[config.mk]
export PLATFORM = sky130hd
export DESIGN_NAME = load_counter
export DESIGN_NICKNAME = d
export VERILOG_FILES = /design/src/rtl/load_counter.sv
export SDC_FILE = /design/constraint.sdc
export NUM_CORES = 1
export LEC_CHECK = 0
export BUFFER_PORTS_ARGS = -buffer_cell sky130_fd_sc_hd__buf_2
export CAP_MARGIN = 20
export CELL_PAD_IN_SITES_DETAIL_PLACEMENT = 1
export CELL_PAD_IN_SITES_GLOBAL_PLACEMENT = 2
export CORE_MARGIN = 5
export CORE_UTILIZATION = 29
export DETAILED_ROUTE_END_ITERATION = 6
export PLACE_DENSITY_LB_ADDON = 0.1
export SLEW_MARGIN = 20
export SYNTH_ARGS = -nofsm -noshare
export SYNTH_HDL_FRONTEND = slang
export SYNTH_SLANG_ARGS = --single-unit
[constraint.sdc]
create_clock -name clk -period 2.4 [get_ports clk]
set_clock_uncertainty 0.1 [all_clocks]
set_input_delay 0.24 -clock clk [delete_from_list [all_inputs] [get_ports clk]]
set_output_delay 0.24 -clock clk [all_outputs]
set_load 0.05 [all_outputs]
[src/rtl/load_counter.sv]
// Loadable up/down counter for the gate-level datapath library.
// Next-state selection is built from mux2 cells (step-vs-hold, then
// load-vs-result) feeding a flop bank; only the control decode is behavioural.

// Single-bit 2:1 multiplexer cell: y = s ? b : a.
module mux2 (
  input  logic a,
  input  logic b,
  input  logic s,
  output logic y
);

  assign y = s ? b : a;

endmodule

module load_counter #(
  parameter int unsigned          WIDTH     = 8,
  parameter logic [WIDTH-1:0]     RESET_VAL = '0
) (
  input  logic             clk,
  input  logic             rst_n,
  input  logic             en,
  input  logic             load,
  input  logic [WIDTH-1:0] load_val,
  input  logic             up,
  input  logic             wrap,
  output logic [WIDTH-1:0] count,
  output logic             zero,
  output logic             ovf
);

  logic [WIDTH-1:0] delta;
  logic [WIDTH-1:0] step_val;
  logic [WIDTH-1:0] run_val;
  logic [WIDTH-1:0] next_count;
  logic             at_term;
  logic             sel_step;
  logic             ovf_next;

  // Adding all-ones is a decrement modulo 2^WIDTH, so one adder covers both
  // directions. The natural carry-out/borrow of that adder already produces
  // the wrapped value at the terminal count.
  assign delta    = {{(WIDTH-1){~up}}, 1'b1};
  assign step_val = count + delta;

  // Terminal value is all-ones counting up, zero counting down.
  assign at_term  = up ? (count == '1) : (count == '0);

  // Saturation is expressed by steering the first mux onto the hold path.
  assign sel_step = en & ~(at_term & ~wrap);

  // Boundary event: an enabled, non-load step taken from the terminal value.
  assign ovf_next = ~load & en & at_term;

  // Per-bit mux2 cells: stepped value vs. hold, then load vs. that result.
  for (genvar i = 0; i < WIDTH; i++) begin : g_bit
    mux2 u_step_mux (
      .a (count[i]),
      .b (step_val[i]),
      .s (sel_step),
      .y (run_val[i])
    );

    mux2 u_load_mux (
      .a (run_val[i]),
      .b (load_val[i]),
      .s (load),
      .y (next_count[i])
    );
  end

  // Flop bank for the count and the one-cycle boundary pulse.
  always_ff @(posedge clk or negedge rst_n) begin
    if (!rst_n) begin
      count <= RESET_VAL;
      ovf   <= 1'b0;
    end else begin
      // NOTE: non-blocking so every flop samples pre-edge values, as real flops do.
      count <= next_count;
      ovf   <= ovf_next;
    end
  end

  assign zero = (count == '0);

endmodule

==> metrics, run 1 <==
leakage power=0.474 nW; full die area=0.00408 mm²; Nets=140; Synth area leader=dfrtp_1; final count of hold timing violations=0; first-pass GRT wire length=4000 µm; synthesized net count=116; critical path peak fanout=10; Post-synth EDFFs=0; dpl hpwl=1860 µm; Critical Path End Type=register; # clock sinks=9; Synth top area share=0.267; Crit path required time=2450 ps; fraction of registers with async set/reset=1.00; Max Fclk=450 MHz; unrepaired setup endpoints after global routing=no; worst hold path class=primary input to register; MaxCap Viol Count=0; number of distinct library cells after synthesis=33; Final Util=0.359; Worst-Margin Slew=341 ps; syn_area_per_cell=8.86 µm²; worst vdd ir=342 µV; Pre-Repair DR Iteration Count=2; cells after synthesis=95; CTS tree=yes; CTS Buf Count=3; Site Rows=19; Yosys reg bits=9; I/O pins=24; Crit Path Class=register to register; Setup violations, final=0; top_reg_cell synth=dfrtp_1; vias in the first global route=839; initial antenna violation count=0; Seq/Total Area, Yosys=0.267; routability cong.=0.742; number of antenna-violating nets in the routed design=0; Starting DRT DRC Count=16; CTS Hold Bufs=1; largest net degree at the start of global routing=21; PortBufs=23; H-tree levels=1; GRT met1 Usage=0.156; GRT met3 Usage=0.0508; clk_lat worst skew=270 ps; clk root buf=clkbuf_4; commonest cells in the netlist=9 x a21oi_1, 9 x dfrtp_1, 8 x buf_4; share of post-route cells with drive strength above 1=0.297; Tmin final=2220 ps; Tcrit/Tclk final=0.925; placed cell areas=962 µm²; Critical Path Start Type=register; pre-CTS setup slack=75.0 ps; gr busiest metal=met2; Die W=63.9 µm; YS warnings=0; Die Ht=63.9 µm; routed via count=775; # DRC=0; routed wire length=2280 µm; grt total ovfl=0; setup bufs post-CTS=0; CORE AREA=0.00278 mm²; status=complete, no violations; clock buffer depth=2; WL/cell=15.3 µm; final setup margin=179 ps; post-DR vias/cell=5.20; Worst Path Arrival=2270 ps; Setup TNS=0 ps; met2 usage=0.200; Slew Viols, Final=0; final hold slack=85.5 ps; GRT Util Overall=0.123; n_diodes=0; largest cells by area after synthesis=dfrtp_1 27%, ha_1 8.9%, buf_4 7.1%, mux2i_1 5.9%, a21oi_1 5.3%; # resized after CTS=0; Initial Util=0.303; area grow syn2layout=18.6%; design area=998 µm²; synthesized area=842 µm²; max_slew headroom=0.772; power per cell area=715 mW/mm²; clk slew on worst S/H paths=60 ps
-- path summary, 6_finish.rpt --
check	slack [ps]	to	cells past startpoint	start
setup reg to reg	180	count[3]	5	count[2]
hold reg to reg	560	count[2]	2	count[2]
setup / recovery	180	count[3]	5	count[2]
hold / removal	90	count[0]	3	load_val[0]
min in group asynchronous	260	count[5]	2	rst_n
max in group asynchronous	1740	count[0]	2	rst_n
-- through the flow --
| stage | total power, mW | instances |
|---|---|---|
| final | 0.714 | 149 |
| after global routing | 0.775 | 149 |
| after CTS | 0.726 | 149 |
| after detailed placement | 0.598 | 144 |
| after global placement | 0.596 | 144 |
| after floorplan | 0.517 | 95 |
-- final cells by class --
cell class / count / area [µm²]
well taps: 31 / 38.8
inverters: 4 / 15.0
fillers: 345 / 1780
flip-flops and latches: 9 / 225
repair buffers: 29 / 163
multi-input cells: 72 / 531
clock buffers: 4 / 26.3
-- placed cells by master, fill, tap and decap left out, drive strengths merged --
cell type and instances:
a221o 1, fa 1, o31a 1, o21ai 7
nor3 3, nand4 2, xor2 2, dlygate4sd3 1
mux2i 5, clkbuf 4, a21oi 9, or4 5
nor2 4, inv 4, xnor2 3, nand3 2
nand2b 1, a211oi 1, dfrtp 9, nor2b 3
nand3b 1, ha 6, nor3b 1, buf 28
o211ai 3, o311ai 1, o21a 1, a31o 1
nand2 6, a21o 2
-- flip-flops by register name, summed over array words and instances, names as in the netlist --
register and cells:
count 8, ovf 1
-- critical path, stage by stage, from the launching register on --
cell     delay (ps)
dfrtp_1         420
or4_4           550
or4_4           510
nand3_4         180
nor3_1           70
a221o_1         260
-- power breakdown --
part | internal (mW) | total [mW] | switching (mW) | leakage [nW]
Combinational | 0.146 | 0.389 | 0.243 | 0.349
Sequential | 0.176 | 0.202 | 0.0256 | 0.109
Clock | 0.0644 | 0.123 | 0.0588 | 0.0150
-- logic make-up (layout without fill, tap and decap cells) --
group,Yosys count,in the layout,share of synthesized area
adders and majority gates,7,7,0.113
buffers and inverters,14,37,0.103
and+or+nand+nor,28,28,0.205
AOI/OAI and AO/OA,27,27,0.201
DFF,9,9,0.267
xor gates and xnor gates,5,5,0.0520
muxes,5,5,0.0594
-- routing by layer --
layer / vias up / share of wire
li1: 391 / -
met1: 363 / 0.46
met2: 18 / 0.47
met3: 3 / 0.065
met4: 0 / 0.0048
met5: - / 0
Power figures use the tool's default switching activity.
==> run 2, diff against run 1 <==
--- a/config.mk
+++ b/config.mk
@@ -9,11 +9,14 @@
 export CAP_MARGIN = 20
 export CELL_PAD_IN_SITES_DETAIL_PLACEMENT = 1
 export CELL_PAD_IN_SITES_GLOBAL_PLACEMENT = 2
+export CORE_ASPECT_RATIO = 1.25
 export CORE_MARGIN = 5
 export CORE_UTILIZATION = 29
 export DETAILED_ROUTE_END_ITERATION = 6
+export MAX_ROUTING_LAYER = met4
 export PLACE_DENSITY_LB_ADDON = 0.1
 export SLEW_MARGIN = 20
 export SYNTH_ARGS = -nofsm -noshare
 export SYNTH_HDL_FRONTEND = slang
 export SYNTH_SLANG_ARGS = --single-unit
+export TNS_END_PERCENT = 100
==> run 2 against run 1 <==
  * Wire length increased by 0.53%
  * Sequential power increased by 2%
  * Final area increased by 0.38%
  * Critical path type unchanged
==> metrics, run 2 (same netlist as run 1, synthesis figures left out) <==
grt total ovfl=0 (unchanged); Tmin final=2250 ps (was 2220 ps); Worst Path Arrival=2290 ps (was 2270 ps); clk slew on worst S/H paths=70 ps (was 60 ps); MaxCap Viol Count=0 (unchanged); most flop-heavy register=count (unchanged); max reg flops=8 (unchanged); design area=0.00100 mm² (was 998 µm²); Worst-Margin Slew=341 ps (about the same); Crit path required time=2450 ps (about the same); PortBufs=23 (unchanged); Critical Path Start Type=register (unchanged); Hold Path Origin=load_val[2] (was load_val[0]); leakage power=0.474 nW (about the same); full die area=0.00409 mm² (was 0.00408 mm²); worst hold path class=primary input to register (unchanged); Critical path origin=count[2] (unchanged); post-DR vias/cell=5.12 (was 5.20); Die Ht=70.2 µm (was 63.9 µm); max_slew headroom=0.773 (was 0.772); biggest regs=count: 8 flops, ovf: 1 flops (unchanged); most frequent cells in the layout=23 x buf_2, 9 x a21oi_1, 9 x dfrtp_1 (unchanged); status=complete, no violations (unchanged); Die W=58.2 µm (was 63.9 µm); share of post-route cells with drive strength above 1=0.297 (unchanged); CORE AREA=0.00273 mm² (was 0.00278 mm²); Crit Path Class=register to register (unchanged); routability cong.=0.774 (was 0.742); Nets=140 (unchanged); Initial Util=0.308 (was 0.303); CTS Hold Bufs=1 (unchanged); Pre-Repair DR Iteration Count=4 (was 2); critical path peak fanout=10 (unchanged); GRT Util Overall=0.122 (was 0.123); dpl hpwl=1800 µm (was 1860 µm); routed wire length=2290 µm (was 2280 µm); Tcrit/Tclk final=0.936 (was 0.925); worst stage delay on the critical path=550 ps (about the same); Starting DRT DRC Count=15 (was 16); Critical Path End Type=register (unchanged); R2R Path Start=count[2] (unchanged); # clock sinks=9 (unchanged); clk root buf=clkbuf_4 (unchanged); setup bufs post-CTS=0 (unchanged); Final Util=0.367 (was 0.359); power per cell area=706 mW/mm² (was 715 mW/mm²); n_diodes=0 (unchanged); clk_lat worst skew=270 ps (about the same); final count of hold timing violations=0 (unchanged); vias in the first global route=784 (was 839); # resized after CTS=0 (unchanged); slowest CP cell=or4_4 (unchanged); # DRC=0 (unchanged); layout filler cell count=350 (was 345); most used cell, CP=or4_4 (unchanged); placed cell areas=966 µm² (was 962 µm²); Max Fclk=445 MHz (was 450 MHz); worst vdd ir=281 µV (was 342 µV); CTS tree=yes (unchanged); final hold slack=79.0 ps (was 85.5 ps); number of antenna-violating nets in the routed design=0 (unchanged); crit-path cells=or4_4, or4_4, nand3_4, nor3_1, a221o_1 (unchanged); most common cell after layout, fill and taps aside=buf_2 (unchanged); clock buffer depth=2 (unchanged); Setup TNS=0 ps (unchanged); area grow syn2layout=19.0% (was 18.6%); first-pass GRT wire length=3750 µm (was 4000 µm); CTS Buf Count=3 (unchanged); overall power=0.708 mW (was 0.714 mW); Setup violations, final=0 (unchanged); largest net degree at the start of global routing=21 (unchanged); I/O pins=24 (unchanged); Slew Viols, Final=0 (unchanged); routed via count=778 (was 775); unrepaired setup endpoints after global routing=no (unchanged); H-tree levels=1 (unchanged); WL/cell=15.0 µm (was 15.3 µm); initial antenna violation count=0 (unchanged); Site Rows=21 (was 19)
run 2: cell counts in the layout (fill, tap and decap cells not counted):
Identical to the previous run, type by type.
run 2: routing by layer:
metal / track usage / part of all wire / vias up
met2: 0.192 / 0.48 / 17
met5: - / 0 / -
met3: 0.0203 / 0.053 / 2
met1: 0.157 / 0.46 / 371
met4: 0.0387 / 0.0044 / 0
li1: - / - / 388
run 2: critical path, delay by kind of cell (launching register included):
kind | cells | cell delay [ps]
compound gates | 1 | 260
simple gates | 4 | 1320
flops | 1 | 430
run 2: final cells by class:
class	instances	area, µm²	share of cell area
sequential	9	225	0.225
timing repair buffer	29	163	0.162
inverter	4	15.0	0.0150
tap	34	42.5	0.0424
clock buffer	4	26.3	0.0262
multi-input combinational	72	531	0.529
run 2: final timing paths:
path                            end  slack [ps]  cells after the start
max in group asynchronous  count[1]        1730                      2
min reg2reg                count[2]         550                      2
max                        count[3]         150                      5
min                        count[2]          80                      3
max reg2reg                count[3]         150                      5
min in group asynchronous  count[6]         260                      2
run 2: per-stage QoR:
stage                     std cells  worst slack (ps)
after floorplan                  95               247
after global placement          147               165
after detailed placement        147               148
after CTS                       152               145
after global routing            152              97.7
final                           152               154
run 2: where the power goes:
| group | total [mW] | internal (mW) | switching (mW) |
|---|---|---|---|
| Combinational | 0.377 | 0.141 | 0.235 |
| Sequential | 0.206 | 0.176 | 0.0301 |
| Clock | 0.124 | 0.0643 | 0.0601 |
